[config.mk]
export PLATFORM = sky130hd
export DESIGN_NAME = regfile_mp_sb
export DESIGN_NICKNAME = d
export VERILOG_FILES = /design/src/rtl/regfile_mp_sb.sv
export SDC_FILE = /design/constraint.sdc
export NUM_CORES = 2
export LEC_CHECK = 0
export BUFFER_PORTS_ARGS = -buffer_cell sky130_fd_sc_hd__buf_2
export CAP_MARGIN = 10
export CORE_UTILIZATION = 40
export DETAILED_ROUTE_END_ITERATION = 6
export MAX_ROUTING_LAYER = met4
export PLACE_DENSITY = 0.53
export SYNTH_ARGS = -nofsm -noshare
export SYNTH_HDL_FRONTEND = slang
export SYNTH_SLANG_ARGS = --single-unit
[constraint.sdc]
create_clock -name clk -period 11.4 [get_ports clk]
set_input_delay 2.28 -clock clk [delete_from_list [all_inputs] [get_ports clk]]
set_output_delay 2.28 -clock clk [all_outputs]
set_load 0.02 [all_outputs]
[src/rtl/regfile_mp_sb.sv]
// Multi-port register file with a per-register busy scoreboard; x0 is hardwired to zero and never busy.
// Optional same-cycle write-to-read bypass is enabled by defining REGFILE_BYPASS_EN.
module regfile_mp_sb #(
  parameter  int DATA_W   = 32,
  parameter  int NUM_REGS = 32,
  parameter  int NUM_RD   = 2,
  parameter  int NUM_WR   = 1,
  localparam int ADDR_W   = $clog2(NUM_REGS)
) (
  input  logic                     clk,
  input  logic                     reset_n,
  input  logic [NUM_RD*ADDR_W-1:0] rd_addr,
  output logic [NUM_RD*DATA_W-1:0] rd_data,
  output logic [NUM_RD-1:0]        rd_busy,
  input  logic [NUM_WR-1:0]        wr_en,
  input  logic [NUM_WR*ADDR_W-1:0] wr_addr,
  input  logic [NUM_WR*DATA_W-1:0] wr_data,
  input  logic                     sb_set_en,
  input  logic [ADDR_W-1:0]        sb_set_addr,
  input  logic                     sb_flush,
  output logic [ADDR_W:0]          busy_count
);

  localparam logic [ADDR_W-1:0] ZERO_ADDR = {ADDR_W{1'b0}};

  logic [DATA_W-1:0]   regs_q [NUM_REGS];
  logic [DATA_W-1:0]   regs_d [NUM_REGS];
  logic [NUM_REGS-1:0] busy_q;
  logic [NUM_REGS-1:0] busy_d;
  logic [ADDR_W:0]     busy_count_q;
  logic [ADDR_W:0]     busy_count_d;

  function automatic logic [ADDR_W:0] popcount(input logic [NUM_REGS-1:0] v);
    logic [ADDR_W:0] n;
    n = {(ADDR_W+1){1'b0}};
    for (int k = 0; k < NUM_REGS; k++) begin
      n = n + {{ADDR_W{1'b0}}, v[k]};
    end
    return n;
  endfunction

  // Next state: writes in ascending port order so the highest port wins; set beats clear, flush beats set.
  always_comb begin
    regs_d = regs_q;
    busy_d = busy_q;
    for (int j = 0; j < NUM_WR; j++) begin
      if (wr_en[j] && (wr_addr[j*ADDR_W +: ADDR_W] != ZERO_ADDR)) begin
        regs_d[wr_addr[j*ADDR_W +: ADDR_W]] = wr_data[j*DATA_W +: DATA_W];
        busy_d[wr_addr[j*ADDR_W +: ADDR_W]] = 1'b0;
      end else begin
        regs_d[0] = {DATA_W{1'b0}};
      end
    end
    if (sb_flush) begin
      busy_d = {NUM_REGS{1'b0}};
    end else if (sb_set_en && (sb_set_addr != ZERO_ADDR)) begin
      busy_d[sb_set_addr] = 1'b1;
    end else begin
      busy_d[0] = 1'b0;
    end
    regs_d[0]    = {DATA_W{1'b0}};
    busy_d[0]    = 1'b0;
    busy_count_d = popcount(busy_d);
  end

  // State registers; an asserted reset discards any same-cycle update.
  always_ff @(posedge clk or negedge reset_n) begin
    if (!reset_n) begin
      for (int r = 0; r < NUM_REGS; r++) begin
        regs_q[r] <= {DATA_W{1'b0}};
      end
      busy_q       <= {NUM_REGS{1'b0}};
      busy_count_q <= {(ADDR_W+1){1'b0}};
    end else begin
      regs_q       <= regs_d;
      busy_q       <= busy_d;
      busy_count_q <= busy_count_d;
    end
  end

  assign busy_count = busy_count_q;

  // Read ports; x0 reads zero because its storage and busy bit are held at zero.
  always_comb begin
    rd_data = {(NUM_RD*DATA_W){1'b0}};
    rd_busy = {NUM_RD{1'b0}};
    for (int i = 0; i < NUM_RD; i++) begin
      rd_data[i*DATA_W +: DATA_W] = regs_q[rd_addr[i*ADDR_W +: ADDR_W]];
      rd_busy[i]                  = busy_q[rd_addr[i*ADDR_W +: ADDR_W]];
`ifdef REGFILE_BYPASS_EN
      for (int j = 0; j < NUM_WR; j++) begin
        rd_data[i*DATA_W +: DATA_W] =
          (reset_n && wr_en[j] && (rd_addr[i*ADDR_W +: ADDR_W] != ZERO_ADDR) &&
           (wr_addr[j*ADDR_W +: ADDR_W] == rd_addr[i*ADDR_W +: ADDR_W]))
          ? wr_data[j*DATA_W +: DATA_W] : rd_data[i*DATA_W +: DATA_W];
        rd_busy[i] =
          (reset_n && wr_en[j] && (rd_addr[i*ADDR_W +: ADDR_W] != ZERO_ADDR) &&
           (wr_addr[j*ADDR_W +: ADDR_W] == rd_addr[i*ADDR_W +: ADDR_W]))
          ? (sb_set_en && (sb_set_addr == rd_addr[i*ADDR_W +: ADDR_W])) : rd_busy[i];
      end
`endif
    end
  end

endmodule

After elaboration in Yosys (flattened, before gate mapping). Cells that the tools add are included.

Memory bits (writable): 0. Flip-flop bits (word level): 1029. ROM bits: 0. Latch bits: 0. Input bits: 57. Memories: 0.

Bitwise operators: 6. Shifts and indexed selects: 0. Multipliers: 0. Divide/modulo/power cells: 0. Mux-type cells: 21. Equal/unequal tests: 0. Reductions and logical operators: 7. Add/subtract/negate cells: 30. Magnitude comparators: 10.

Operators with widths (count): $bwmux 1024 (1); $bmux 32 s5 (2); $mux 32 (7); $demux 32 s5 (1); $add 6x1->6 (25); $and 32x32->32 (1); $not 32->32 (1); $or 32x32->32 (1); $mux 31 (1); $lt 5x6->1 const B (4); $ge 6x6->1 const B (3); $not 5->6 (3); $bmux 1 s5 (2); $demux 1 s5 (2); $ge 5x1->1 const B (2); $reduce_bool 5->1 (2); $add 5x1->6 (1); $lt 6x1->1 const B (1); $add 4x1->5 (1); $logic_and 1x1->1 (5); $mux 1 (5); $add 3x1->4 (1); $add 2x1->3 (1); $add 1x1->2 (1).

Depth between registers and ports, before layout.
Word-level depth: 40. Depth in mapped cells: 24. Mapped depth without buffers: 21.

Least setup slack after synthesis. No wires, ideal clock.

Path kind: input -> register. Start point: input port wr_addr[0]. End point: register busy_count_q[4] (netlist: busy_count[4]). Path buffers: 3. Setup time: 0.080 ns. Arrival time: 7.712 ns. Required time: 11.320 ns. Cell stages on the path: 21. Slack: 3.608 ns. Cells stage by stage: buf_2 > and3b_1 > clkbuf_1 > nand3_1 > buf_2 > nand2_1 > a21o_1 > fa_1 > fa_1 > inv_1 > fa_1 > inv_1 > fa_1 > fa_1 > fa_1 > inv_1 > fa_1 > fa_1 > a21o_1 > a21oi_1 > xnor2_1.

Cells in the longest elaborated chain, start to end: 40. Elaborated cells on any way between the ends: 43.

Ends and longest elaborated chain: start: declaration (RTL line 16) `input logic [NUM_WR*ADDR_W-1:0] wr_addr,`; $lt 5x6->1 (implied by the code) or $ge 5x1->1 (tied branches) (RTL line 49) `busy_d[wr_addr[j*ADDR_W +: ADDR_W]] = 1'b0;`; $logic_and 1x1->1 (implied by the code) (RTL line 49); $mux 1 (implied by the code) (RTL line 49); $demux 1 s5 (RTL line 49); $not 32->32 (no source line); $and 32x32->32 (no source line); $mux 32 (*) (RTL line 47) `if (wr_en[j] && (wr_addr[j*ADDR_W +: ADDR_W] != ZERO_ADDR)) begin`; $or 32x32->32 (no source line); (+2 left out); $add 1x1->2 (RTL line 37) `n = n + {{ADDR_W{1'b0}}, v[k]};`; $add 2x1->3 (RTL line 37); $add 3x1->4 (RTL line 37); $add 4x1->5 (RTL line 37); $add 5x1->6 (RTL line 37); $add 6x1->6 (24 in a row) (RTL line 37); $add 6x1->6 (*) (RTL line 37); named net busy_count_d[4] (RTL line 31) `logic [ADDR_W:0] busy_count_d;`; end signal: assignment (RTL line 73) `busy_count_q <= {(ADDR_W+1){1'b0}};`; end signal: assignment (RTL line 77) `busy_count_q <= busy_count_d;`; end: declaration (RTL line 30) `logic [ADDR_W:0] busy_count_q;`.

The timed path passes the listed nets; every way through them passes the cells marked *. A chain may end at the register's enable or synchronous reset.

Worst setup path in the final report.
Start point: input port wr_addr[4]. End point: register busy_count_q[4] (netlist: busy_count[4]).

Elaborated cells on any way between the ends: 43.

RTL lines: $lt 5x6->1 (implied by the code) or $ge 5x1->1 (tied branches) (RTL line 49); $logic_and 1x1->1 (implied by the code) (RTL line 49); $mux 1 (implied by the code) (RTL line 49); $demux 1 s5 (RTL line 49); $not 32->32 (no source line); $and 32x32->32 (no source line); $mux 32 (*) (RTL line 47); $or 32x32->32 (no source line); $mux 31 (*) (RTL line 56) `end else if (sb_set_en && (sb_set_addr != ZERO_ADDR)) begin`; $mux 32 (*) (RTL line 54) `if (sb_flush) begin`; named net busy_d[10] (RTL line 29) `logic [NUM_REGS-1:0] busy_d;`; $add 6x1->6 (*) (22 in a row) (RTL line 37); named net busy_count_d[4] (RTL line 31).

Marks and branches as above.

==> reports/qor.txt <==
DIE AREA: 0.142 mm2
R2R setup slack: 6.01 ns
Hold_sp: regs_q[556]$_DFFE_PN0P_
Row count: 136
Worst reg2reg path depth: 17
NumNets Final: 3,885
Setup Buffers After CTS: 0
Routed WL per cell: 31.1 um
Met2 GRT Util: 40.8%
Data required, critical path: 12.04 ns
Tightest Hold Check Type: flop to flop
Initial antenna violation count: 7
Pre-antenna DRT Iters: 7
RSZ-0062 raised after global routing: false
Worst reg2reg path endpoint: busy_count[4]$_DFF_PN0_
FMAX: 121 MHz
TritonCTS Buffers: 118
Worst Path Max Fanout: 33
Outcome: complete, no violations
Hold Path Cell Cnt: 1
Slew headroom: 29.6%
Slowest cell on crit path: nor3b_1
RD Place Congestion: 0.781
Initial core utilization: 40.6%
Pre-CTS setup slack: 2.37 ns
Clock Skew: 0.0381 ns
Core ar.: 0.138 mm2
Yosys warning total: 0
Syn Inst Count: 3,910
Layout cells sized above 1: 47.6%
Fin worst setup slack: 3.13 ns
Syn_nets: 3,997
Number of gates resized after cts: 0
Sequential share of the synthesized area: 45.9%
Vias in the first global route: 37.2k
Slew @ Worst Pin: 1.06 ns
Die H: 376 um
Most frequent cells after synthesis: dfrtp_1 (1,029), mux2_2 (1,022), mux4_2 (396)
Asr flop ratio synth: 100%
Clk pin slew, worst setup/hold paths: 0.06 ns
Area share of the largest cell type after synthesis: 45.9%
Vias: 35.6k
Max cap viols: 0
Met3 Resource Use GR: 3.80%
Fin util: 44.8%
CP most frequent cell: fa_1
Fin. Hold Viols: 0
Crit path max-delay family: adder cells
Number of routed nets with antenna violations: 0
Largest net degree at the start of global routing: 164
Clock buffer depth: 3
R2r startpoint: busy_q[24]$_DFF_PN0_
Area delta synth->final: 10.5%
Post-synth top area cell: dfrtp_1
Hold Path Sink: regs_q[556]$_DFFE_PN0P_
Bufs and invs on worst path: 3
Slew Viols, Final: 0
Crit. End Element: flop
Final Cycle Share: 72.6%
Syn_area_per_cell: 14.3 um2
Cell Pwr Density: 178 mW/mm2
Count leader, synth: dfrtp_1
Worst Path Arrival: 8.92 ns
Startpoint class of the critical path: input port
Vias per std cell: 6.17
CP Class: input port to flop
1st-iter DRT viols: 2,879
Netlist cell types: 42
CTS tree: yes
Top Usage Layer GRT: met2
CP Cell Sequence: buf_2 -> nor3b_1 -> nand2_4 -> a22oi_1 -> nor2_1 -> fa_1 -> inv_1 -> fa_1 -> fa_1 -> fa_1 -> fa_1 -> fa_1 -> inv_1 -> fa_1 -> fa_1 -> a21o_1 -> a21oi_1 -> xnor2_1
EDFF count, synth: 0
Setup violators final: 0
Cell Area, Synth: 0.0560 mm2
Clock root cell: clkbuf_16
CTS Sinks: 1,029
Worst-Skew Late Latency: 0.75 ns
Slowest stage delay, CP: 0.83 ns
Leak: 0.0270 uW
DPL Wire Length: 96.7 mm
# hold bufs at CTS: 0
Final min period: 8.27 ns
Dominant cells by area after synthesis: dfrtp_1 (46%), mux2_2 (21%), mux4_2 (16%), a22o_1 (3.1%), mux2i_1 (3.0%)
Ys flop type: dfrtp_1
Peak supply drop: 0.141 mV
Setup TNS Final: 0 ns
Total routed wirelength: 179 mm
Synthesized flop and latch total: 1,029
Io pins: 129
Gr ovfl total: 0
H-tree Lvls: 3
Drc violations: 0
First-pass GRT wire length: 266 mm
GRT Total Usage: 26.4%
Port bufs: 128
Met1 Use GR: 36.4%
Die X: 376 um
layer usage:
layer  routed length (um)  vias up
li1                     -    14800
met1                80400    19400
met2                84700     1068
met3                 9620      239
met4                 4600        0
met5                    0        -
worst max-delay path by stage:
| stage | from | end | slack (ns) | cells after the start |
|---|---|---|---|---|
| 3_3_place_gp | wr_addr[4] | busy_count[4]$_DFF_PN0_ | 2.45 | 21 |
| 4_1_cts | wr_addr[4] | busy_count[4]$_DFF_PN0_ | 3.14 | 18 |
| 2_1_floorplan | wr_addr[0] | busy_count[4]$_DFF_PN0_ | 3.61 | 21 |
| 5_1_grt | wr_addr[4] | busy_count[4]$_DFF_PN0_ | 2.81 | 18 |
| 3_5_place_dp | wr_addr[4] | busy_count[4]$_DFF_PN0_ | 2.37 | 18 |
| 6_report | wr_addr[4] | busy_count[4]$_DFF_PN0_ | 3.13 | 18 |
flip-flops by register name, summed over array words and instances, names as in the netlist:
signal / cells
busy_q: 31
busy_count: 6
regs_q: 992
final cells by class:
cell class	instances	area [um2]
antenna	2	5.00
tap	1863	2330
sequential	1029	25700
inverter	29	111
fill	12600	76200
clock inverter	33	407
clock buffer	183	3620
multi-input combinational	2424	28400
timing repair buffer	196	1290
where the power goes:
group	internal, uW	total [uW]	switching, uW
combinational	1280	2210	930
clock	2330	3930	1610
sequential	4350	4860	506
total	7950	11000	3040
layout by cell type, fill, tap and decap left out, types with 27 or more instances in the layout:
master | synthesis | routed
mux2_1 | 35 | 35
clkbuf_16 | 0 | 121
buf_4 | 37 | 67
buf_2 | 132 | 117
mux2_2 | 1022 | 1022
dfrtp_1 | 1029 | 1029
and2_1 | 41 | 33
mux2i_1 | 167 | 167
and3_1 | 37 | 36
inv_1 | 29 | 27
a211oi_1 | 66 | 66
mux4_2 | 396 | 396
o31ai_1 | 66 | 66
o22ai_1 | 66 | 66
o21ai_1 | 66 | 66
clkbuf_8 | 0 | 36
nand2_1 | 109 | 93
a22o_1 | 197 | 197
stage by stage:
step	power, uW	hold WS (ns)	cells	instance area (um2)
6_report	11000	0.504	5759	61900
4_1_cts	11100	0.507	5757	61900
3_3_place_gp	7060	0.491	5541	57900
3_5_place_dp	7120	0.494	5541	57900
5_1_grt	11500	0.531	5759	61900
2_1_floorplan	6450	0.470	3910	56000
logic make-up after synthesis:
family | Yosys count | share of synthesized area [%]
flip-flops | 1029 | 45.9
adder cells (fa/ha/maj) | 30 | 0.978
XOR/XNOR | 3 | 0.0469
multiplexers | 1620 | 40.1
AO/OA/AOI/OAI | 511 | 6.75
buffers and inverters | 457 | 3.78
AND/OR/NAND/NOR | 260 | 2.38
worst reg2reg max path, stage by stage, from the launching register on:
cell and delay [ns]:
dfrtp_1 0.41, a22oi_1 0.17, nor2_1 0.10, fa_1 0.57
inv_1 0.06, fa_1 0.50, inv_1 0.05, fa_1 0.48
inv_1 0.05, fa_1 0.54, fa_1 0.43, fa_1 0.50
inv_1 0.05, fa_1 0.42, fa_1 0.47, a21o_1 0.19
a21oi_1 0.16, xnor2_1 0.13
Power figures use the tool's default switching activity.
